[src/rtl/life_engine.sv]
// 8x8 Game of Life engine. A frame is loaded from a byte-wide memory, then each
// step evaluates one cell per cycle into a shadow grid and swaps it in at the end.
module life_engine #(
  parameter logic [7:0]  ALIVE_VALUE = 8'hFF,
  parameter int unsigned WRAP        = 1
) (
  input  logic        clk,
  input  logic        rst,
  input  logic        start,
  input  logic        step,
  output logic [10:0] mem_addr,
  input  logic [7:0]  mem_data,
  input  logic [5:0]  pix_addr,
  output logic [7:0]  pixel_value,
  output logic        busy,
  output logic        done,
  output logic [15:0] generation
);

  localparam int unsigned CELLS  = 64;
  localparam int unsigned CNT_W  = 7;
  localparam int unsigned ADDR_W = 11;
  localparam int unsigned GEN_W  = 16;
  localparam bit          WRAP_EN = (WRAP != 0);

  typedef enum logic [1:0] {S_IDLE, S_LOAD, S_COMPUTE} state_t;

  state_t              r_state;
  logic [CELLS-1:0]    r_cur;
  logic [CELLS-1:0]    r_nxt;
  logic [CNT_W-1:0]    r_cnt;
  logic [ADDR_W-1:0]   r_mem_addr;
  logic [7:0]          r_pixel;
  logic                r_busy;
  logic                r_done;
  logic [GEN_W-1:0]    r_gen;

  logic [5:0] w_idx;
  logic [2:0] w_row, w_col, w_rm, w_rp, w_cm, w_cp;
  logic       w_vrm, w_vrp, w_vcm, w_vcp;
  logic [7:0] w_nb;
  logic [3:0] w_count;
  logic       w_alive;

  // Neighbour coordinates wrap in 3 bits; the valid flags mask them off at the edges when not toroidal.
  assign w_idx = r_cnt[5:0];
  assign w_row = w_idx[5:3];
  assign w_col = w_idx[2:0];
  assign w_rm  = w_row - 3'd1;
  assign w_rp  = w_row + 3'd1;
  assign w_cm  = w_col - 3'd1;
  assign w_cp  = w_col + 3'd1;
  assign w_vrm = WRAP_EN || (w_row != 3'd0);
  assign w_vrp = WRAP_EN || (w_row != 3'd7);
  assign w_vcm = WRAP_EN || (w_col != 3'd0);
  assign w_vcp = WRAP_EN || (w_col != 3'd7);

  assign w_nb = {
    r_cur[{w_rm,  w_cm}]  & w_vrm & w_vcm,
    r_cur[{w_rm,  w_col}] & w_vrm,
    r_cur[{w_rm,  w_cp}]  & w_vrm & w_vcp,
    r_cur[{w_row, w_cm}]  & w_vcm,
    r_cur[{w_row, w_cp}]  & w_vcp,
    r_cur[{w_rp,  w_cm}]  & w_vrp & w_vcm,
    r_cur[{w_rp,  w_col}] & w_vrp,
    r_cur[{w_rp,  w_cp}]  & w_vrp & w_vcp
  };

  always_comb begin
    w_count = 4'd0;
    for (int i = 0; i < 8; i++) begin
      w_count = w_count + 4'(w_nb[i]);
    end
  end

  assign w_alive = (w_count == 4'd3) || (r_cur[w_idx] && (w_count == 4'd2));

  // Control FSM plus grid/counter state; start wins over step when both arrive in IDLE.
  always_ff @(posedge clk) begin
    if (rst) begin
      r_state    <= S_IDLE;
      r_cur      <= '0;
      r_nxt      <= '0;
      r_cnt      <= '0;
      r_mem_addr <= '0;
      r_busy     <= 1'b0;
      r_done     <= 1'b0;
      r_gen      <= '0;
    end else begin
      r_done <= 1'b0;
      case (r_state)
        S_IDLE: begin
          if (start) begin
            r_state    <= S_LOAD;
            r_busy     <= 1'b1;
            r_cnt      <= '0;
            r_mem_addr <= '0;
          end else if (step) begin
            r_state <= S_COMPUTE;
            r_busy  <= 1'b1;
            r_cnt   <= '0;
          end
        end
        S_LOAD: begin
          // Read data trails the address by one cycle, so cell k lands when the counter is k+1.
          if (r_cnt != 7'd0) begin
            r_cur[6'(r_cnt - 7'd1)] <= (mem_data != 8'h00);
          end
          if (r_cnt == 7'd64) begin
            r_state    <= S_IDLE;
            r_busy     <= 1'b0;
            r_done     <= 1'b1;
            r_gen      <= '0;
            r_mem_addr <= '0;
          end else begin
            r_cnt      <= r_cnt + 7'd1;
            r_mem_addr <= (r_cnt < 7'd63) ? ADDR_W'(r_cnt + 7'd1) : '0;
          end
        end
        S_COMPUTE: begin
          r_nxt[w_idx] <= w_alive;
          if (r_cnt == 7'd63) begin
            r_cur   <= {w_alive, r_nxt[62:0]};
            r_state <= S_IDLE;
            r_busy  <= 1'b0;
            r_done  <= 1'b1;
            r_gen   <= r_gen + 16'd1;
          end else begin
            r_cnt <= r_cnt + 7'd1;
          end
        end
        default: begin
          r_state <= S_IDLE;
          r_busy  <= 1'b0;
        end
      endcase
    end
  end

  // Display read port: one cycle of latency from pix_addr.
  always_ff @(posedge clk) begin
    if (rst) begin
      r_pixel <= 8'h00;
    end else begin
      r_pixel <= r_cur[pix_addr] ? ALIVE_VALUE : 8'h00;
    end
  end

  assign mem_addr    = r_mem_addr;
  assign pixel_value = r_pixel;
  assign busy        = r_busy;
  assign done        = r_done;
  assign generation  = r_gen;

endmodule

[config.mk]
export PLATFORM = sky130hd
export DESIGN_NAME = life_engine
export DESIGN_NICKNAME = d
export VERILOG_FILES = /design/src/rtl/life_engine.sv
export SDC_FILE = /design/constraint.sdc
export NUM_CORES = 1
export LEC_CHECK = 0
export CAP_MARGIN = 20
export CORE_MARGIN = 2
export CORE_UTILIZATION = 57
export DETAILED_ROUTE_END_ITERATION = 8
export HOLD_SLACK_MARGIN = 0.08
export PLACE_DENSITY_LB_ADDON = 0.1
export SLEW_MARGIN = 10
export SYNTH_ARGS = -nofsm -noshare
export SYNTH_HDL_FRONTEND = slang
export SYNTH_SLANG_ARGS = --single-unit
[constraint.sdc]
create_clock -name clk -period 7.8 [get_ports clk]
set_input_delay 1.56 -clock clk [delete_from_list [all_inputs] [get_ports clk]]
set_output_delay 1.56 -clock clk [all_outputs]
set_load 0.1 [all_outputs]
==> results by stage <==
Outcome:
- The run finished with clean final reports.

Setup path:
- The cell family contributing the most delay on the critical path is adder cells.
- Across all register-to-register paths, the minimum setup slack is 1.04 ns.
- The kind of end point of the critical path is a flop.
- The kind of start point of the critical path is a flop.
- The worst register-to-register path ends at r_nxt[44].
- Data arrives at the worst endpoint at 7.07 ns.
- The largest single stage delay on the critical path is about 0.92 ns.
- The worst register-to-register path begins at r_cnt[1].
- The buffering stage count on the worst path with inverters included is 6.
- The cell at the slowest stage of the critical path is sky130_fd_sc_hd__o41ai_4.
- The worst setup path is of the flop to flop kind.
- The number of cells on the worst reg-to-reg path is 19.
- Of all nets on the critical path, the largest fanout is 27.
- STA puts the critical path data required time at 8.12 ns.
- Traced cell by cell, the critical path runs through buf_4 -> inv_2 -> ha_1 -> buf_4 -> mux4_2 -> nor2_1 -> a21oi_1 -> mux4_2 -> fa_1 -> inv_1 -> fa_1 -> fa_1 -> inv_1 -> ha_1 -> a41oi_1 -> o31ai_1 -> o41ai_4 -> buf_4 -> o21ai_1.

Route:
- After the first detailed-routing iteration, the DRC count stood at 1238.
- The number of detailed-route iterations in the first pass is 6.
- Summed over all layers, the routed wires come to 32300 um.
- In the final routed layout, each cell accounts on average for 21.8 um.
- In the routed layout, each cell is associated on average with a via count of roughly 6.5.
- The final route contains a little under 10k vias.
- The detail route stage leaves a number of antenna-violating nets equal to 0.
- In the routed design, unresolved DRC markers number 0.

Floorplan:
- The initial core utilization is 57.8%.
- The height of the die is 139 um.
- During I/O placement, the number of pins put on the boundary was 55.
- The initialized floorplan defines 49 standard-cell rows.
- The core region is 0.0179 mm2.
- The die width is 139 um.
- The floorplan step defined a die boundary enclosing slightly below 0.02 mm2.

Cells and area:
- The fraction of final layout cells sized beyond drive strength 1 is 10.3%.
- The number of antenna diodes in the final layout is 0.
- The area growth from synthesis to layout is 10.1%.
- For this run, the post-layout net count is roughly 1.3k.

Synth:
- The number of flops mapped to enable cells by yosys is 0.
- In the synthesized netlist, the cells that appear most often are sky130_fd_sc_hd__dfxtp_1, sky130_fd_sc_hd__nand2_1, sky130_fd_sc_hd__a21oi_1.
- During synthesis, Yosys emitted a total of 0 warnings.
- Counting distinct cell types in the post-synthesis netlist gives 67.
- By area the synthesized netlist is led by sky130_fd_sc_hd__dfxtp_1, sky130_fd_sc_hd__mux4_2, sky130_fd_sc_hd__mux2i_1, sky130_fd_sc_hd__a21oi_1, sky130_fd_sc_hd__nand2_1.
- The most numerous cell in the Yosys netlist is sky130_fd_sc_hd__dfxtp_1.
- Synthesis handed over a netlist of 1258 instances.
- The post-synthesis cell type with the largest combined area is sky130_fd_sc_hd__dfxtp_1.
- The synthesized area divided by synthesized cell count is about 8.2 um2.
- The portion of the post-synthesis area used by sequential elements is 31.5%.
- The synthesized design devotes to its leading area cell type 31.5% of total area.
- The cell area after technology mapping is 0.0104 mm2.
- The synthesized design contains 163 register bits.
- The most used flip-flop cell after synthesis is sky130_fd_sc_hd__dfxtp_1.
- Counting flops with an async set or reset pin after synthesis yields a share of 0%.

Global routing:
- The global router's overall resource usage is approximately 34%.
- The largest net degree at the start of global routing is 97.
- The residual overflow from global routing is 0.
- The number of global-route vias before repair was 8820.
- The wire length of the first global-routing pass is 51300 um.
- The number of antenna violations at the first check in global routing is 0.

Hold path:
- The origin of the worst min-delay path is r_nxt[15].
- The path with the worst hold slack has its endpoint at r_nxt[15].
- The worst hold path cell count is 2.
- The tightest min-delay check is of the flop to flop type.

STA:
- The maximum frequency from static timing analysis is around 0.15 GHz.
- For the final routed database, the setup TNS stands at 0 ns.
- Setup violations remaining at the end of the flow were counted as 0.
- At the pin with the least slew margin, the transition time is 1.11 ns.
- The final number of max-transition violations was 0.
- The ratio of final minimum period to clock period is slightly below 90%.
- The worst pin sits at a relative slew slack of ~26%.
- Setup repair after global routing left no endpoint under its margin.
- The number of hold-slack violations in the final timing report is 0.
- The worst clock skew on the final layout is ~0.019 ns.
- For the finished layout, the period the worst path requires is 6.76 ns.

CTS:
- Clock latency on the worst-skew pair, taken at its later pin, is 0.44 ns.
- Clock tree synthesis found a total of 163 sinks.
- Clock-pin slew was measured on the worst setup and hold paths at 0.07 ns.
- In this run, CTS created clock tree buffers numbering 17.
- The longest clock path from root to sink contains 2 buffers.
- The H-tree was split into 4 levels.
- TritonCTS built the clock tree.
- The count of instances resized after the clock tree is built is 0.
- In this run the post-CTS setup repair buffer count came out at 0.
- For this design, the CTS-stage hold fixing added 0 buffers.
- Clock tree synthesis selected as its root buffer the cell sky130_fd_sc_hd__clkbuf_16.

Place:
- The detailed-placement wirelength estimate is 22200 um.
- At the end of routability-driven placement, the weighted congestion stood at 0.935.
- The count of buffers from port buffering is between 50 and 60.

Flow run:
- Max-cap violations in this run came to 0.

Pwr:
- The power density over the cells is 211 mW/mm2.
- The completed layout was analyzed and its total power is 2.40 mW.
- Across the VDD grid, the largest voltage drop is approximately 180 uV.
- The leakage dissipation is 3.82 nW.
layout make-up:
cell class / instances / area, um2
clock buffer: 17 / 425
clock inverter: 15 / 180
fill: 1593 / 6500
inverter: 27 / 101
multi-input combinational: 962 / 6490
sequential: 163 / 3270
tap: 229 / 287
timing repair buffer: 69 / 648
worst max path at each step:
| stage | endpoint | slack, ns | cells past startpoint | from |
|---|---|---|---|---|
| floorplan | r_nxt[53] | 1.62 | 25 | r_cnt[0] |
| global placement | r_nxt[1] | 1.27 | 19 | r_cnt[1] |
| detailed placement | r_nxt[2] | 1.16 | 19 | r_cnt[1] |
| CTS | r_nxt[2] | 1.11 | 19 | r_cnt[1] |
| global route | r_nxt[1] | 0.71 | 19 | r_cnt[1] |
| finish | r_nxt[44] | 1.04 | 19 | r_cnt[1] |
sequential cells by signal, summed over array words and instances (netlist names):
register	flops
r_cur	64
r_nxt	63
generation	16
mem_addr	8
r_cnt	7
r_state	2
busy	1
done	1
pixel_value	1
per-layer routing:
metal	global-route usage, %	up-vias	routed length, um
met1	47.7	4499	13700
met5	0	-	0
li1	-	4531	-
met4	14.0	0	1420
met2	49.8	561	14000
met3	6.80	86	3230
worst register-to-register path, cell delays in order, from the launching register on:
cell	delay, ns
sky130_fd_sc_hd__dfxtp_1	0.36
sky130_fd_sc_hd__buf_4	0.33
sky130_fd_sc_hd__inv_2	0.17
sky130_fd_sc_hd__ha_1	0.66
sky130_fd_sc_hd__buf_4	0.30
sky130_fd_sc_hd__mux4_2	0.33
sky130_fd_sc_hd__nor2_1	0.10
sky130_fd_sc_hd__a21oi_1	0.06
sky130_fd_sc_hd__mux4_2	0.50
sky130_fd_sc_hd__fa_1	0.54
sky130_fd_sc_hd__inv_1	0.05
sky130_fd_sc_hd__fa_1	0.50
sky130_fd_sc_hd__fa_1	0.55
sky130_fd_sc_hd__inv_1	0.04
sky130_fd_sc_hd__ha_1	0.33
sky130_fd_sc_hd__a41oi_1	0.19
sky130_fd_sc_hd__o31ai_1	0.15
sky130_fd_sc_hd__o41ai_4	0.92
sky130_fd_sc_hd__buf_4	0.44
sky130_fd_sc_hd__o21ai_1	0.13
cell families (layout without fill, tap and decap cells):
logic type                 count (synthesis)  count (layout)  share of synthesized area (%)
other                                      1               3                         0.0362
muxes                                    137             137                           18.6
xor gates and xnor gates                  22              22                           1.93
AOI/OAI and AO/OA                        330             330                           18.6
and+or+nand+nor                          453             453                           20.7
adders and majority gates                 17              17                           2.34
buffers and inverters                    135             128                           6.20
DFF                                      163             163                           31.5
where the power goes:
group          switching, mW  total, mW  internal [mW]
Clock                  0.416      0.852          0.436
Sequential            0.0333      0.888          0.855
Combinational          0.450      0.662          0.212
placed cells by master, fill, tap and decap left out, types with 5 or more instances in the layout:
cell and n:
sky130_fd_sc_hd__inv_1 24, sky130_fd_sc_hd__nand3_1 85, sky130_fd_sc_hd__or3_1 30, sky130_fd_sc_hd__mux4_2 42, sky130_fd_sc_hd__ha_1 12, sky130_fd_sc_hd__mux2_2 20
sky130_fd_sc_hd__nand2_1 132, sky130_fd_sc_hd__o31ai_1 6, sky130_fd_sc_hd__inv_8 5, sky130_fd_sc_hd__o31a_1 8, sky130_fd_sc_hd__nor4_1 6, sky130_fd_sc_hd__a21oi_1 112
sky130_fd_sc_hd__buf_4 17, sky130_fd_sc_hd__and2_1 6, sky130_fd_sc_hd__o21ai_1 65, sky130_fd_sc_hd__nor3_1 45, sky130_fd_sc_hd__a22oi_1 11, sky130_fd_sc_hd__clkdlybuf4s50_1 50
sky130_fd_sc_hd__nand2b_1 38, sky130_fd_sc_hd__nor2_1 85, sky130_fd_sc_hd__o21ai_0 75, sky130_fd_sc_hd__xnor2_1 17, sky130_fd_sc_hd__clkbuf_16 17, sky130_fd_sc_hd__nor2b_1 8
sky130_fd_sc_hd__a211oi_1 5, sky130_fd_sc_hd__mux2i_1 72, sky130_fd_sc_hd__dfxtp_1 161
metrics by stage:
stage | cell area, um2 | util, % | setup slack (ns) | std cells | hold slack (ns)
after floorplan | 10400 | - | 1.62 | 1260 | 0.432
after global placement | 10800 | 60.2 | 1.27 | 1448 | 0.439
final | 11400 | 63.7 | 1.04 | 1482 | 0.453
after CTS | 11400 | 63.6 | 1.11 | 1480 | 0.455
after global routing | 11400 | 63.7 | 0.712 | 1482 | 0.477
after detailed placement | 10800 | 60.2 | 1.16 | 1448 | 0.445
Power figures use the tool's default switching activity.
